[src/rtl/easy_axi_rd_slv.sv]
// easy_axi_rd_slv: AXI read slave returning an address-pattern burst per AR request.
// Read data equals the beat address, so traffic can be checked without a memory model.
// Optional one-entry AR buffer enabled by defining EASY_AXI_SLV_AR_BUF_EN.
module easy_axi_rd_slv #(
    parameter int unsigned       ID_W       = 4,
    parameter int unsigned       ADDR_W     = 32,
    parameter int unsigned       DATA_W     = 32,
    parameter int unsigned       LEN_W      = 8,
    parameter int unsigned       RD_LAT     = 2,
    parameter logic [ADDR_W-1:0] ADDR_LIMIT = ADDR_W'(32'h0000_1000)
) (
    input  logic              clk,
    input  logic              rst_n,
    input  logic              axi_slv_arvalid,
    output logic              axi_slv_arready,
    input  logic [ID_W-1:0]   axi_slv_arid,
    input  logic [ADDR_W-1:0] axi_slv_araddr,
    input  logic [LEN_W-1:0]  axi_slv_arlen,
    input  logic [2:0]        axi_slv_arsize,
    input  logic [1:0]        axi_slv_arburst,
    output logic              axi_slv_rvalid,
    input  logic              axi_slv_rready,
    output logic [ID_W-1:0]   axi_slv_rid,
    output logic [DATA_W-1:0] axi_slv_rdata,
    output logic [1:0]        axi_slv_rresp,
    output logic              axi_slv_rlast
);

    localparam int unsigned LAT_W    = 4;
    localparam int unsigned SIZE_MAX = $clog2(DATA_W / 8);

    localparam logic [1:0] ST_IDLE = 2'd0;
    localparam logic [1:0] ST_WAIT = 2'd1;
    localparam logic [1:0] ST_DATA = 2'd2;

    localparam logic [1:0] BURST_FIXED = 2'b00;
    localparam logic [1:0] BURST_WRAP  = 2'b10;
    localparam logic [1:0] BURST_RSVD  = 2'b11;

    localparam logic [1:0] RESP_OKAY   = 2'b00;
    localparam logic [1:0] RESP_SLVERR = 2'b10;

    // Address of the beat following addr; reserved bursts advance like INCR.
    function automatic logic [ADDR_W-1:0] next_addr(
        input logic [ADDR_W-1:0] addr,
        input logic [2:0]        size,
        input logic [1:0]        burst,
        input logic [LEN_W-1:0]  len
    );
        logic [ADDR_W-1:0] bytes;
        logic [ADDR_W-1:0] wrap_bytes;
        logic [ADDR_W-1:0] base;
        logic [ADDR_W-1:0] incr;
        bytes      = ADDR_W'(1) << size;
        wrap_bytes = (ADDR_W'(len) + ADDR_W'(1)) << size;
        base       = addr & ~(wrap_bytes - ADDR_W'(1));
        incr       = addr + bytes;
        case (burst)
            BURST_FIXED: next_addr = addr;
            BURST_WRAP:  next_addr = (incr == base + wrap_bytes) ? base : incr;
            default:     next_addr = (addr & ~(bytes - ADDR_W'(1))) + bytes;
        endcase
    endfunction

    // Response for one beat: burst-wide errors plus the per-beat address limit.
    function automatic logic [1:0] beat_resp(
        input logic [ADDR_W-1:0] addr,
        input logic [2:0]        size,
        input logic [1:0]        burst,
        input logic [LEN_W-1:0]  len
    );
        logic wrap_len_ok;
        logic err;
        wrap_len_ok = (len == LEN_W'(1)) || (len == LEN_W'(3)) ||
                      (len == LEN_W'(7)) || (len == LEN_W'(15));
        err = (size > 3'(SIZE_MAX)) || (burst == BURST_RSVD) ||
              ((burst == BURST_WRAP) && !wrap_len_ok) || (addr >= ADDR_LIMIT);
        beat_resp = err ? RESP_SLVERR : RESP_OKAY;
    endfunction

    logic [1:0]        state_q,   state_nxt;
    logic [ID_W-1:0]   id_q,      id_nxt;
    logic [ADDR_W-1:0] addr_q,    addr_nxt;
    logic [LEN_W-1:0]  len_q,     len_nxt;
    logic [2:0]        size_q,    size_nxt;
    logic [1:0]        burst_q,   burst_nxt;
    logic [LEN_W-1:0]  beat_q,    beat_nxt;
    logic [LAT_W-1:0]  lat_q,     lat_nxt;

    logic              arready_nxt;
    logic              rvalid_nxt;
    logic [ID_W-1:0]   rid_nxt;
    logic [DATA_W-1:0] rdata_nxt;
    logic [1:0]        rresp_nxt;
    logic              rlast_nxt;

    logic              ar_hs;
    logic              start_port;
    logic              start_buf;
    logic              present;
    logic [ADDR_W-1:0] pres_addr;
    logic [LEN_W-1:0]  pres_beat;

`ifdef EASY_AXI_SLV_AR_BUF_EN
    logic              buf_valid_q, buf_valid_nxt;
    logic [ID_W-1:0]   buf_id_q,    buf_id_nxt;
    logic [ADDR_W-1:0] buf_addr_q,  buf_addr_nxt;
    logic [LEN_W-1:0]  buf_len_q,   buf_len_nxt;
    logic [2:0]        buf_size_q,  buf_size_nxt;
    logic [1:0]        buf_burst_q, buf_burst_nxt;
`endif

    // State, burst context and registered AXI outputs.
    always_ff @(posedge clk or negedge rst_n) begin
        if (!rst_n) begin
            state_q         <= ST_IDLE;
            id_q            <= '0;
            addr_q          <= '0;
            len_q           <= '0;
            size_q          <= '0;
            burst_q         <= '0;
            beat_q          <= '0;
            lat_q           <= '0;
            axi_slv_arready <= 1'b0;
            axi_slv_rvalid  <= 1'b0;
            axi_slv_rid     <= '0;
            axi_slv_rdata   <= '0;
            axi_slv_rresp   <= '0;
            axi_slv_rlast   <= 1'b0;
`ifdef EASY_AXI_SLV_AR_BUF_EN
            buf_valid_q     <= 1'b0;
            buf_id_q        <= '0;
            buf_addr_q      <= '0;
            buf_len_q       <= '0;
            buf_size_q      <= '0;
            buf_burst_q     <= '0;
`endif
        end else begin
            state_q         <= state_nxt;
            id_q            <= id_nxt;
            addr_q          <= addr_nxt;
            len_q           <= len_nxt;
            size_q          <= size_nxt;
            burst_q         <= burst_nxt;
            beat_q          <= beat_nxt;
            lat_q           <= lat_nxt;
            axi_slv_arready <= arready_nxt;
            axi_slv_rvalid  <= rvalid_nxt;
            axi_slv_rid     <= rid_nxt;
            axi_slv_rdata   <= rdata_nxt;
            axi_slv_rresp   <= rresp_nxt;
            axi_slv_rlast   <= rlast_nxt;
`ifdef EASY_AXI_SLV_AR_BUF_EN
            buf_valid_q     <= buf_valid_nxt;
            buf_id_q        <= buf_id_nxt;
            buf_addr_q      <= buf_addr_nxt;
            buf_len_q       <= buf_len_nxt;
            buf_size_q      <= buf_size_nxt;
            buf_burst_q     <= buf_burst_nxt;
`endif
        end
    end

    // Next-state, beat sequencing and next values of every registered output.
    always_comb begin
        state_nxt   = state_q;
        id_nxt      = id_q;
        addr_nxt    = addr_q;
        len_nxt     = len_q;
        size_nxt    = size_q;
        burst_nxt   = burst_q;
        beat_nxt    = beat_q;
        lat_nxt     = lat_q;
        arready_nxt = axi_slv_arready;
        rvalid_nxt  = axi_slv_rvalid;
        rid_nxt     = axi_slv_rid;
        rdata_nxt   = axi_slv_rdata;
        rresp_nxt   = axi_slv_rresp;
        rlast_nxt   = axi_slv_rlast;
        ar_hs       = axi_slv_arvalid && axi_slv_arready;
        start_port  = 1'b0;
        start_buf   = 1'b0;
        present     = 1'b0;
        pres_addr   = addr_q;
        pres_beat   = beat_q;
`ifdef EASY_AXI_SLV_AR_BUF_EN
        buf_valid_nxt = buf_valid_q;
        buf_id_nxt    = buf_id_q;
        buf_addr_nxt  = buf_addr_q;
        buf_len_nxt   = buf_len_q;
        buf_size_nxt  = buf_size_q;
        buf_burst_nxt = buf_burst_q;
`endif

        case (state_q)
            ST_IDLE: begin
                if (ar_hs) begin
                    start_port = 1'b1;
                end
            end
            ST_WAIT: begin
                if (lat_q == '0) begin
                    state_nxt  = ST_DATA;
                    rvalid_nxt = 1'b1;
                    present    = 1'b1;
                end else begin
                    lat_nxt = lat_q - LAT_W'(1);
                end
            end
            ST_DATA: begin
                if (axi_slv_rvalid && axi_slv_rready) begin
                    if (axi_slv_rlast) begin
                        rvalid_nxt = 1'b0;
                        rlast_nxt  = 1'b0;
                        state_nxt  = ST_IDLE;
`ifdef EASY_AXI_SLV_AR_BUF_EN
                        if (buf_valid_q) begin
                            start_buf = 1'b1;
                        end else if (ar_hs) begin
                            start_port = 1'b1;
                        end
`endif
                    end else begin
                        pres_addr = next_addr(addr_q, size_q, burst_q, len_q);
                        pres_beat = beat_q + LEN_W'(1);
                        addr_nxt  = pres_addr;
                        beat_nxt  = pres_beat;
                        present   = 1'b1;
                    end
                end
            end
            default: begin
                state_nxt = ST_IDLE;
            end
        endcase

        // Load burst context from the AR port.
        if (start_port) begin
            id_nxt    = axi_slv_arid;
            addr_nxt  = axi_slv_araddr;
            len_nxt   = axi_slv_arlen;
            size_nxt  = axi_slv_arsize;
            burst_nxt = axi_slv_arburst;
        end

`ifdef EASY_AXI_SLV_AR_BUF_EN
        // Pop the buffered request, or park a request accepted while busy.
        if (start_buf) begin
            id_nxt        = buf_id_q;
            addr_nxt      = buf_addr_q;
            len_nxt       = buf_len_q;
            size_nxt      = buf_size_q;
            burst_nxt     = buf_burst_q;
            buf_valid_nxt = 1'b0;
        end
        if (ar_hs && !start_port) begin
            buf_valid_nxt = 1'b1;
            buf_id_nxt    = axi_slv_arid;
            buf_addr_nxt  = axi_slv_araddr;
            buf_len_nxt   = axi_slv_arlen;
            buf_size_nxt  = axi_slv_arsize;
            buf_burst_nxt = axi_slv_arburst;
        end
`endif

        if (start_port || start_buf) begin
            beat_nxt  = '0;
            lat_nxt   = LAT_W'(RD_LAT);
            state_nxt = ST_WAIT;
        end

        // Build the R fields of the beat that becomes visible next cycle.
        if (present) begin
            rid_nxt   = id_q;
            rresp_nxt = beat_resp(pres_addr, size_q, burst_q, len_q);
            rdata_nxt = (rresp_nxt == RESP_SLVERR) ? '0 : DATA_W'(pres_addr);
            rlast_nxt = (pres_beat == len_q);
        end

`ifdef EASY_AXI_SLV_AR_BUF_EN
        arready_nxt = !buf_valid_nxt;
`else
        arready_nxt = (state_nxt == ST_IDLE);
`endif
    end

endmodule

[config.mk]
export PLATFORM = sky130hd
export DESIGN_NAME = easy_axi_rd_slv
export DESIGN_NICKNAME = d
export VERILOG_FILES = /design/src/rtl/easy_axi_rd_slv.sv
export SDC_FILE = /design/constraint.sdc
export NUM_CORES = 1
export LEC_CHECK = 0
export CAP_MARGIN = 20
export CORE_AREA = 2 2 120 145
export DETAILED_ROUTE_END_ITERATION = 8
export DIE_AREA = 0 0 122 147
export PLACE_DENSITY_LB_ADDON = 0.12
export SETUP_SLACK_MARGIN = 0.02
export SYNTH_ARGS = -nofsm -noshare
export SYNTH_HDL_FRONTEND = slang
export SYNTH_SLANG_ARGS = --single-unit
[constraint.sdc]
create_clock -name clk -period 19.33 [get_ports clk]
set_clock_uncertainty 0.05 [all_clocks]
set_input_delay 3.866 -clock clk [delete_from_list [all_inputs] [get_ports clk]]
set_output_delay 3.866 -clock clk [all_outputs]
set_load 0.03 [all_outputs]
==> impl_results.html, run 1 <==
<table>
<tr><th>Metric</th><th>Value</th></tr>
<tr><th colspan="2">Critical path</th></tr>
<tr><td>Master of the slowest instance on the critical path</td><td>dfrtp_1</td></tr>
<tr><td>Buffering stage count on the worst path with inverters included</td><td>1</td></tr>
<tr><td>Dominant delay contributor by cell family on the critical path</td><td>simple AND/OR/NAND/NOR gates</td></tr>
<tr><td>Critical path launch point</td><td>size_q[0]$_DFFE_PN0P_</td></tr>
<tr><td>Worst R2R Start</td><td>size_q[0]$_DFFE_PN0P_</td></tr>
<tr><td>Most frequent cell on the critical path</td><td>nand2_1</td></tr>
<tr><td>Required time at the worst-slack endpoint</td><td>19.50 ns</td></tr>
<tr><td>Startpoint types</td><td>flop</td></tr>
<tr><td>Class of the most critical setup path</td><td>reg2reg</td></tr>
<tr><td>Largest fanout of any net on the critical path</td><td>29</td></tr>
<tr><td>Crit path arrival time</td><td>9.86 ns</td></tr>
<tr><td>Highest cell delay on the worst timing path</td><td>0.84 ns</td></tr>
<tr><td>Type of destination of the critical path</td><td>flop</td></tr>
<tr><th colspan="2">Clock network</th></tr>
<tr><td>Clock transition at the registers of the reported paths</td><td>0.08 ns</td></tr>
<tr><td>Clock Root Buffer</td><td>clkbuf_16</td></tr>
<tr><td>Clock latency on the worst-skew pair</td><td>0.36 ns</td></tr>
<tr><td>Hold-fix buffer count after cts</td><td>0</td></tr>
<tr><td>Clock Sink Count</td><td>103</td></tr>
<tr><td>Clock tree from TritonCTS</td><td>yes</td></tr>
<tr><td>Num CTS Buffers</td><td>9</td></tr>
<tr><td>Maximum root-to-sink buffer count</td><td>2</td></tr>
<tr><td>H-tree levels</td><td>3</td></tr>
<tr><td>Number of cells upsized or downsized after cts</td><td>0</td></tr>
<tr><td>Post-CTS repair timing setup buffer count</td><td>0</td></tr>
<tr><th colspan="2">Floorplan</th></tr>
<tr><td>Boundary pin count</td><td>94</td></tr>
<tr><td>Row count</td><td>52</td></tr>
<tr><td>Vertical die dimension</td><td>147 um</td></tr>
<tr><td>Width of the chip</td><td>122 um</td></tr>
<tr><td>Core Region</td><td>between 15000 and 20000 um^2</td></tr>
<tr><td>Die footprint</td><td>17900 um^2</td></tr>
<tr><td>Starting Density</td><td>a little under two thirds</td></tr>
<tr><th colspan="2">Detailed routing</th></tr>
<tr><td>First-pass iteration count of the detailed router</td><td>8</td></tr>
<tr><td>Iteration-0 DRC count of the detailed router</td><td>1711</td></tr>
<tr><td>Vias per cell</td><td>between 7 and 8</td></tr>
<tr><td>DRC viols</td><td>0</td></tr>
<tr><td>Post-detailed-route wirelength per cell</td><td>23.5 um</td></tr>
<tr><td>Total Routed Length</td><td>about 40000 um</td></tr>
<tr><td>Number of nets with antenna violations after routing</td><td>0</td></tr>
<tr><td>Number of vias after detailed routing</td><td>11900</td></tr>
<tr><th colspan="2">Yosys</th></tr>
<tr><td>Mean area per synthesized cell</td><td>7.38 um^2</td></tr>
<tr><td>YS warnings</td><td>0</td></tr>
<tr><td>Area share of the largest cell type after synthesis</td><td>between 20% and 30%</td></tr>
<tr><td>Post-synth EDFFs</td><td>0</td></tr>
<tr><td>Synth area leaders</td><td>dfrtp_1, nand2_1, o21ai_0</td></tr>
<tr><td>Library cell with the largest summed area after synthesis</td><td>dfrtp_1</td></tr>
<tr><td>Cell area after synthesis</td><td>10600 um^2</td></tr>
<tr><td>Number of cells produced by synthesis</td><td>~1400</td></tr>
<tr><td>Distinct cell type count after synthesis</td><td>90</td></tr>
<tr><td>Asr flop ratio synth</td><td>100%</td></tr>
<tr><td>Sequential-to-total area share from yosys stat</td><td>about a quarter</td></tr>
<tr><td>Post-Syn Nets</td><td>about 1500</td></tr>
<tr><td>Register bit total from synthesis</td><td>103</td></tr>
<tr><td>Most frequently used flop master after synthesis</td><td>dfrtp_1</td></tr>
<tr><th colspan="2">Final layout</th></tr>
<tr><td>Area taken by multi-input logic gates</td><td>7420 um^2</td></tr>
<tr><td>Filler cell count in the final layout</td><td>1312</td></tr>
<tr><td>Most frequent standard cell in the layout excluding fill and tap cells</td><td>nand2_1</td></tr>
<tr><td>Signed area change from the synthesized netlist to the final layout</td><td>11.2%</td></tr>
<tr><td>Antenna Diode Count</td><td>0</td></tr>
<tr><td>Final standard cell count with taps included and fillers excluded</td><td>roughly 1700</td></tr>
<tr><td>Fraction of final layout cells sized beyond drive strength 1</td><td>5.38%</td></tr>
<tr><td>Total area of sequential cells</td><td>2580 um^2</td></tr>
<tr><td>Highest-count cells in the layout ignoring fill and taps</td><td>nand2_1, nor2_1, dfrtp_1</td></tr>
<tr><td>Nets</td><td>1531</td></tr>
<tr><th colspan="2">Hold path</th></tr>
<tr><td>Worst Hold Class</td><td>reg2reg</td></tr>
<tr><td>Min-Delay Startpoint</td><td>id_q[3]$_DFFE_PN0P_</td></tr>
<tr><th colspan="2">STA</th></tr>
<tr><td>Final setup viols</td><td>0</td></tr>
<tr><td>Final hold violations</td><td>0</td></tr>
<tr><td>Worst Max-Slew Pin Slew</td><td>1.18 ns</td></tr>
<tr><td>Maximum frequency from static timing analysis</td><td>just over 100 MHz</td></tr>
<tr><td>Number of pins with negative max-slew slack in the final report</td><td>0</td></tr>
<tr><td>Rel. slew slack</td><td>20.5%</td></tr>
<tr><td>Worst slack on hold paths</td><td>about 0.44 ns</td></tr>
<tr><td>Post-layout min period</td><td>9.69 ns</td></tr>
<tr><td>Crit share post-route</td><td>50.1%</td></tr>
<tr><td>Setup Total Neg Slack</td><td>0 ns</td></tr>
<tr><td>RSZ-0062 raised after global routing</td><td>no</td></tr>
<tr><th colspan="2">Global route</th></tr>
<tr><td>First-pass GRT wire length</td><td>61100 um</td></tr>
<tr><td>Global-route usage over all layers</td><td>44.0%</td></tr>
<tr><td>Remaining global-route overflow</td><td>0</td></tr>
<tr><td>Vias in the first global route</td><td>11200</td></tr>
<tr><td>Initial antenna violation count</td><td>0</td></tr>
<tr><td>Maximum number of pins on one net before global-route repair</td><td>just under 80</td></tr>
<tr><th colspan="2">Pwr</th></tr>
<tr><td>Maximum resistive drop on vdd</td><td>0.107 mV</td></tr>
<tr><td>Power density over the cells</td><td>roughly 180 nW/um^2</td></tr>
<tr><td>Lkg Pwr</td><td>0.00464 uW</td></tr>
<tr><th colspan="2">Place</th></tr>
<tr><td>Count of buffers from port buffering</td><td>92</td></tr>
<tr><td>Routability cong.</td><td>1.02</td></tr>
<tr><td>Placed wire-length estimate after detailed placement</td><td>28900 um</td></tr>
<tr><td># placed instances</td><td>1648</td></tr>
<tr><th colspan="2">Run status</th></tr>
<tr><td>Outcome</td><td>finished, final reports clean</td></tr>
<tr><th colspan="2">Flow run</th></tr>
<tr><td>Max-cap check violation count</td><td>0</td></tr>
</table>
==> worst reg2reg max path, cell delays in order, from the launching register on <==
cell and delay [ns]:
dfrtp_1 0.84, buf_4 0.39, mux2_2 0.38, nor2_1 0.23, nor4_1 0.11, nor4b_1 0.60, o21bai_4 0.19, or3_1 0.63
nor2_1 0.47, nand2_1 0.13, xor2_1 0.16, and2_1 0.19, ha_1 0.40, and3_1 0.32, nand2_1 0.16, nand2_1 0.15
o311ai_0 0.16, o21bai_1 0.23, a221o_1 0.36, nor4_2 0.15, nand4_1 0.18, nor4_2 0.41, nand3_2 0.56, mux2_2 0.50
or4_1 0.48, a2111o_1 0.30, or4_4 0.64, a21boi_0 0.17
==> layer usage <==
metal	routed length [um]	vias to the layer above	global-route usage, %
met4	3490	0	31.2
met5	0	-	0
met3	3560	293	10.4
met2	18400	854	70.3
met1	13800	5484	51.5
li1	-	5284	-
==> synthesized netlist by cell type (14+ instances only) <==
| library cell | number |
|---|---|
| xor2_1 | 32 |
| dfrtp_1 | 103 |
| inv_1 | 36 |
| and3_1 | 22 |
| nor4_1 | 17 |
| xnor2_1 | 50 |
| o21ai_0 | 95 |
| o22ai_1 | 18 |
| o211ai_1 | 20 |
| mux2_2 | 14 |
| a31oi_1 | 24 |
| ha_1 | 31 |
| nor3_1 | 49 |
| a211oi_1 | 16 |
| nor2_1 | 120 |
| nand3_1 | 48 |
| and2_1 | 43 |
| nand2_1 | 201 |
| mux2i_1 | 19 |
| nand2b_1 | 18 |
| clkbuf_1 | 79 |
| a21oi_1 | 83 |
| nand4_1 | 27 |
| nor2b_1 | 14 |
==> sequential cells by signal, indices dropped and copies added, names as in the netlist, 2 cells and up <==
| name | count |
|---|---|
| addr_q | 32 |
| axi_slv_rdata | 32 |
| beat_q | 8 |
| len_q | 8 |
| axi_slv_rid | 4 |
| id_q | 4 |
| lat_q | 4 |
| size_q | 3 |
| burst_q | 2 |
| state_q | 2 |
==> area by class of cell <==
| type | instances | share of cell area, % |
|---|---|---|
| Tap cell | 216 | 2.30 |
| Sequential cell | 103 | 21.9 |
| Inverter | 37 | 1.18 |
| Clock inverter | 7 | 0.735 |
| Multi-Input combinational cell | 1190 | 63.2 |
| Timing Repair Buffer | 104 | 8.74 |
| Clock buffer | 9 | 1.92 |
==> kinds of logic (layout without fill, tap and decap cells) <==
logic type      after synthesis  after routing  synth area share [%]
xor+xnor                     82             82                  6.80
other cells                   1              1                0.0355
buf+inv                     137            157                  5.44
mux                          34             34                  3.51
flops                       103            103                  24.4
simple gates                619            619                  28.9
compound gates              421            421                  26.8
fa+ha+maj                    33             33                  4.05
==> power breakdown <==
group / total, uW / switching (uW) / internal, uW
combinational: 1450 / 925 / 521
sequential: 442 / 170 / 272
clock: 190 / 96.7 / 93.3
total: 2080 / 1190 / 886
==> metrics by stage <==
stage	util (%)	setup slack [ns]	cell area, um^2	power (uW)
6_report	70.8	9.64	11700	2080
3_3_place_gp	68.7	10.20	11400	1790
2_1_floorplan	-	11.61	10600	1430
5_1_grt	70.8	9.03	11700	2200
4_1_cts	70.6	9.88	11700	2010
3_5_place_dp	68.7	9.91	11400	1810
==> final timing paths <==
check,end,slack (ns),depth (start not counted)
worst min-delay path,id_q[3]$_DFFE_PN0P_,0.44,2
worst min register to register,id_q[3]$_DFFE_PN0P_,0.44,2
worst max register to register,axi_slv_rresp[1]$_DFFE_PN0P_,9.64,27
worst max-delay path,axi_slv_rresp[1]$_DFFE_PN0P_,9.64,27
min in group asynchronous,addr_q[16]$_DFF_PN0_,3.37,1
max in group asynchronous,beat_q[0]$_DFF_PN0_,14.57,2
Power figures use the tool's default switching activity.
==> run 2, diff against run 1 <==
--- a/config.mk
+++ b/config.mk
@@ -6,9 +6,9 @@
 export NUM_CORES = 1
 export LEC_CHECK = 0
 export CAP_MARGIN = 20
-export CORE_AREA = 2 2 120 145
+export CORE_AREA = 2 2 125 151
 export DETAILED_ROUTE_END_ITERATION = 8
-export DIE_AREA = 0 0 122 147
+export DIE_AREA = 0 0 127 153
 export PLACE_DENSITY_LB_ADDON = 0.12
 export SETUP_SLACK_MARGIN = 0.02
 export SYNTH_ARGS = -nofsm -noshare
==> constraint.sdc (replaced) <==
create_clock -name clk -period 9.7 [get_ports clk]
set_clock_uncertainty 0.05 [all_clocks]
set_input_delay 1.94 -clock clk [delete_from_list [all_inputs] [get_ports clk]]
set_output_delay 1.94 -clock clk [all_outputs]
set_load 0.03 [all_outputs]
==> impl_results.html, run 2 (same netlist as run 1, synthesis figures left out) <==
<table>
<tr><th>Metric</th><th>Value</th></tr>
<tr><th colspan="2">Run status</th></tr>
<tr><td>Outcome</td><td>finished, final reports clean (unchanged)</td></tr>
<tr><th colspan="2">Final layout</th></tr>
<tr><td>Fraction of final layout cells sized beyond drive strength 1</td><td>6.17% (was 5.38%)</td></tr>
<tr><td>Antenna Diode Count</td><td>0 (unchanged)</td></tr>
<tr><td>Most frequent standard cell in the layout excluding fill and tap cells</td><td>nand2_1 (unchanged)</td></tr>
<tr><td>Nets</td><td>1539 (was 1531)</td></tr>
<tr><td>Leading registers by flop count</td><td>addr_q (32), axi_slv_rdata (32) (unchanged)</td></tr>
<tr><td>Signed area change from the synthesized netlist to the final layout</td><td>12.0% (was 11.2%)</td></tr>
<tr><td>Highest-count cells in the layout ignoring fill and taps</td><td>nand2_1, nor2_1, dfrtp_1 (unchanged)</td></tr>
<tr><td>Final standard cell count with taps included and fillers excluded</td><td>1682 (was 1666)</td></tr>
<tr><td>Filler cell count in the final layout</td><td>1589 (was 1312)</td></tr>
<tr><th colspan="2">Global route</th></tr>
<tr><td>Initial antenna violation count</td><td>0 (unchanged)</td></tr>
<tr><td>Vias in the first global route</td><td>11000 (was 11200)</td></tr>
<tr><td>First-pass GRT wire length</td><td>61300 um (was 61100 um)</td></tr>
<tr><td>Global-route usage over all layers</td><td>40.6% (was 44.0%)</td></tr>
<tr><td>Maximum number of pins on one net before global-route repair</td><td>74 (was 78)</td></tr>
<tr><td>Remaining global-route overflow</td><td>0 (unchanged)</td></tr>
<tr><th colspan="2">Clock network</th></tr>
<tr><td>Maximum root-to-sink buffer count</td><td>2 (unchanged)</td></tr>
<tr><td>Post-CTS repair timing setup buffer count</td><td>0 (unchanged)</td></tr>
<tr><td>Clock tree from TritonCTS</td><td>yes (unchanged)</td></tr>
<tr><td>Num CTS Buffers</td><td>9 (unchanged)</td></tr>
<tr><td>Clock latency on the worst-skew pair</td><td>0.37 ns (was 0.36 ns)</td></tr>
<tr><td>H-tree levels</td><td>3 (unchanged)</td></tr>
<tr><td>Clock transition at the registers of the reported paths</td><td>0.08 ns (about the same)</td></tr>
<tr><td>Clock Root Buffer</td><td>clkbuf_16 (unchanged)</td></tr>
<tr><td>Clock Sink Count</td><td>103 (unchanged)</td></tr>
<tr><th colspan="2">Detailed routing</th></tr>
<tr><td>Uppermost layer routed</td><td>met4 (unchanged)</td></tr>
<tr><td>DRC viols</td><td>0 (unchanged)</td></tr>
<tr><td>Total Routed Length</td><td>39500 um (was 39200 um)</td></tr>
<tr><td>Metal1 wirelength</td><td>14400 um (was 13800 um)</td></tr>
<tr><td>Number of vias after detailed routing</td><td>11700 (was 11900)</td></tr>
<tr><td>Vias per cell</td><td>6.94 (was 7.15)</td></tr>
<tr><td>First-pass iteration count of the detailed router</td><td>9 (was 8)</td></tr>
<tr><td>Iteration-0 DRC count of the detailed router</td><td>1392 (was 1711)</td></tr>
<tr><td>Post-detailed-route wirelength per cell</td><td>23.5 um (about the same)</td></tr>
<tr><td>Number of nets with antenna violations after routing</td><td>0 (unchanged)</td></tr>
<tr><td>Met3 routed wirelength</td><td>3110 um (was 3560 um)</td></tr>
<tr><td>Met2 WL</td><td>19100 um (was 18400 um)</td></tr>
<tr><th colspan="2">Critical path</th></tr>
<tr><td>Worst R2R End</td><td>axi_slv_rdata[1]$_DFFE_PN0P_ (was axi_slv_rresp[1]$_DFFE_PN0P_)</td></tr>
<tr><td>Largest fanout of any net on the critical path</td><td>23 (was 29)</td></tr>
<tr><td>Cells on worst reg2reg path</td><td>28 (was 27)</td></tr>
<tr><td>Class of the most critical setup path</td><td>reg2reg (unchanged)</td></tr>
<tr><td>Most frequent cell on the critical path</td><td>nand2_1 (unchanged)</td></tr>
<tr><td>Required time at the worst-slack endpoint</td><td>9.93 ns (was 19.50 ns)</td></tr>
<tr><td>Critical path launch point</td><td>len_q[3]$_DFFE_PN0P_ (was size_q[0]$_DFFE_PN0P_)</td></tr>
<tr><td>Setup slack of the most critical reg-to-reg path</td><td>0.72 ns (was 9.64 ns)</td></tr>
<tr><td>Startpoint types</td><td>flop (unchanged)</td></tr>
<tr><td>End point of the critical path</td><td>axi_slv_rdata[1]$_DFFE_PN0P_ (was axi_slv_rresp[1]$_DFFE_PN0P_)</td></tr>
<tr><td>Master of the slowest instance on the critical path</td><td>or4_4 (was dfrtp_1)</td></tr>
<tr><td>Type of destination of the critical path</td><td>flop (unchanged)</td></tr>
<tr><td>Worst R2R Start</td><td>len_q[3]$_DFFE_PN0P_ (was size_q[0]$_DFFE_PN0P_)</td></tr>
<tr><td>Highest cell delay on the worst timing path</td><td>0.69 ns (was 0.84 ns)</td></tr>
<tr><td>Crit path arrival time</td><td>9.21 ns (was 9.86 ns)</td></tr>
<tr><th colspan="2">Pwr</th></tr>
<tr><td>Power density over the cells</td><td>350 nW/um^2 (was 177 nW/um^2)</td></tr>
<tr><td>Post-route total power</td><td>4140 uW (was 2080 uW)</td></tr>
<tr><td>Maximum resistive drop on vdd</td><td>0.201 mV (was 0.107 mV)</td></tr>
<tr><td>Lkg Pwr</td><td>0.00467 uW (was 0.00464 uW)</td></tr>
<tr><th colspan="2">Place</th></tr>
<tr><td>Placed wire-length estimate after detailed placement</td><td>29900 um (was 28900 um)</td></tr>
<tr><td># placed instances</td><td>1664 (was 1648)</td></tr>
<tr><td>Routability cong.</td><td>1.03 (was 1.02)</td></tr>
<tr><td>Count of buffers from port buffering</td><td>92 (unchanged)</td></tr>
<tr><td>Worst slack, placed</td><td>0.562 ns (was 9.91 ns)</td></tr>
<tr><th colspan="2">STA</th></tr>
<tr><td>Worst Max-Slew Pin Slew</td><td>0.991 ns (was 1.18 ns)</td></tr>
<tr><td>Post-layout min period</td><td>8.98 ns (was 9.69 ns)</td></tr>
<tr><td>Final hold violations</td><td>0 (unchanged)</td></tr>
<tr><td>Crit share post-route</td><td>92.6% (was 50.1%)</td></tr>
<tr><td>Maximum frequency from static timing analysis</td><td>111 MHz (was 103 MHz)</td></tr>
<tr><td>Setup Total Neg Slack</td><td>0 ns (unchanged)</td></tr>
<tr><td>Final setup viols</td><td>0 (unchanged)</td></tr>
<tr><td>PnR worst setup slack</td><td>0.716 ns (was 9.64 ns)</td></tr>
<tr><td>Number of pins with negative max-slew slack in the final report</td><td>0 (unchanged)</td></tr>
<tr><td>RSZ-0062 raised after global routing</td><td>no (unchanged)</td></tr>
<tr><td>Rel. slew slack</td><td>33.9% (was 20.5%)</td></tr>
<tr><th colspan="2">Floorplan</th></tr>
<tr><td>Die footprint</td><td>19400 um^2 (was 17900 um^2)</td></tr>
<tr><td>Vertical die dimension</td><td>153 um (was 147 um)</td></tr>
<tr><td>Row count</td><td>54 (was 52)</td></tr>
<tr><td>Boundary pin count</td><td>94 (unchanged)</td></tr>
<tr><td>Starting Density</td><td>58.8% (was 63.6%)</td></tr>
<tr><td>Core Region</td><td>18000 um^2 (was 16600 um^2)</td></tr>
<tr><td>Width of the chip</td><td>127 um (was 122 um)</td></tr>
<tr><th colspan="2">Hold path</th></tr>
<tr><td>Worst Hold Class</td><td>reg2reg (unchanged)</td></tr>
<tr><th colspan="2">Flow run</th></tr>
<tr><td>Max-cap check violation count</td><td>0 (unchanged)</td></tr>
</table>
[run 2: what timing repair did]
action,4_1_cts,5_1_grt
endpoints found under the setup margin,0,13
resized for setup,0,4
hold buffers,0,0
endpoints found under the hold margin,0,0
[run 2: critical path, delay by kind of cell, from the launching register on]
| kind | cells | cell delay (ns) |
|---|---|---|
| AND/OR/NAND/NOR | 14 | 4.25 |
| AO/OA/AOI/OAI | 9 | 2.15 |
| flip-flops | 1 | 0.65 |
| buffers and inverters | 2 | 0.61 |
| multiplexers | 1 | 0.59 |
| adder cells (fa/ha/maj) | 1 | 0.41 |
| XOR/XNOR | 1 | 0.16 |
[run 2: worst min-delay path by stage]
stage,start,to,cells past startpoint
CTS,id_q[2]$_DFFE_PN0P_,id_q[2]$_DFFE_PN0P_,2
detailed placement,id_q[2]$_DFFE_PN0P_,id_q[2]$_DFFE_PN0P_,2
global route,id_q[2]$_DFFE_PN0P_,id_q[2]$_DFFE_PN0P_,2
finish,id_q[3]$_DFFE_PN0P_,id_q[3]$_DFFE_PN0P_,2
global placement,id_q[3]$_DFFE_PN0P_,id_q[3]$_DFFE_PN0P_,2
floorplan,id_q[0]$_DFFE_PN0P_,id_q[0]$_DFFE_PN0P_,2
[run 2: cell type report]
cell class	count	area, um^2	share of cell area [%]
clock buffers	9	225	1.90
clock inverters	7	85.1	0.719
inverters	37	139	1.17
multi-input cells	1190	7430	62.8
flip-flops and latches	103	2580	21.8
well taps	224	280	2.37
repair buffers	112	1090	9.20
[run 2: metal layers]
layer / up-vias / GRT usage [%]
met3: 195 / 7.63
met1: 5479 / 48.0
met2: 692 / 67.7
li1: 5313 / -
met4: 0 / 25.3
met5: - / 0
[run 2: per-stage QoR]
step	area [um^2]	hold WS, ns	utilization, %
floorplan	10600	0.392	-
global placement	11500	0.403	63.8
detailed placement	11500	0.408	63.8
CTS	11800	0.430	65.5
global route	11800	0.438	65.8
finish	11800	0.430	65.8
[run 2: power breakdown]
part,internal (uW),switching [uW],leakage (uW)
combinational,1050,1850,0.00321
sequential,543,316,0.00131
clock,185,193,0.000147
==> run 3, diff against run 2 <==
==> constraint.sdc (replaced) <==
create_clock -name clk -period 9.7 [get_ports clk]
set_clock_uncertainty 0.05 [all_clocks]
set_input_delay 1.94 -clock clk [delete_from_list [all_inputs] [get_ports clk]]
set_output_delay 1.94 -clock clk [all_outputs]
set_load 0.005 [all_outputs]
==> results of run 3 <==
Same layout as run 2 (identical final DEF). Status: finished, final reports clean.
Among the figures that moved: total power 4140 uW -> 4120 uW
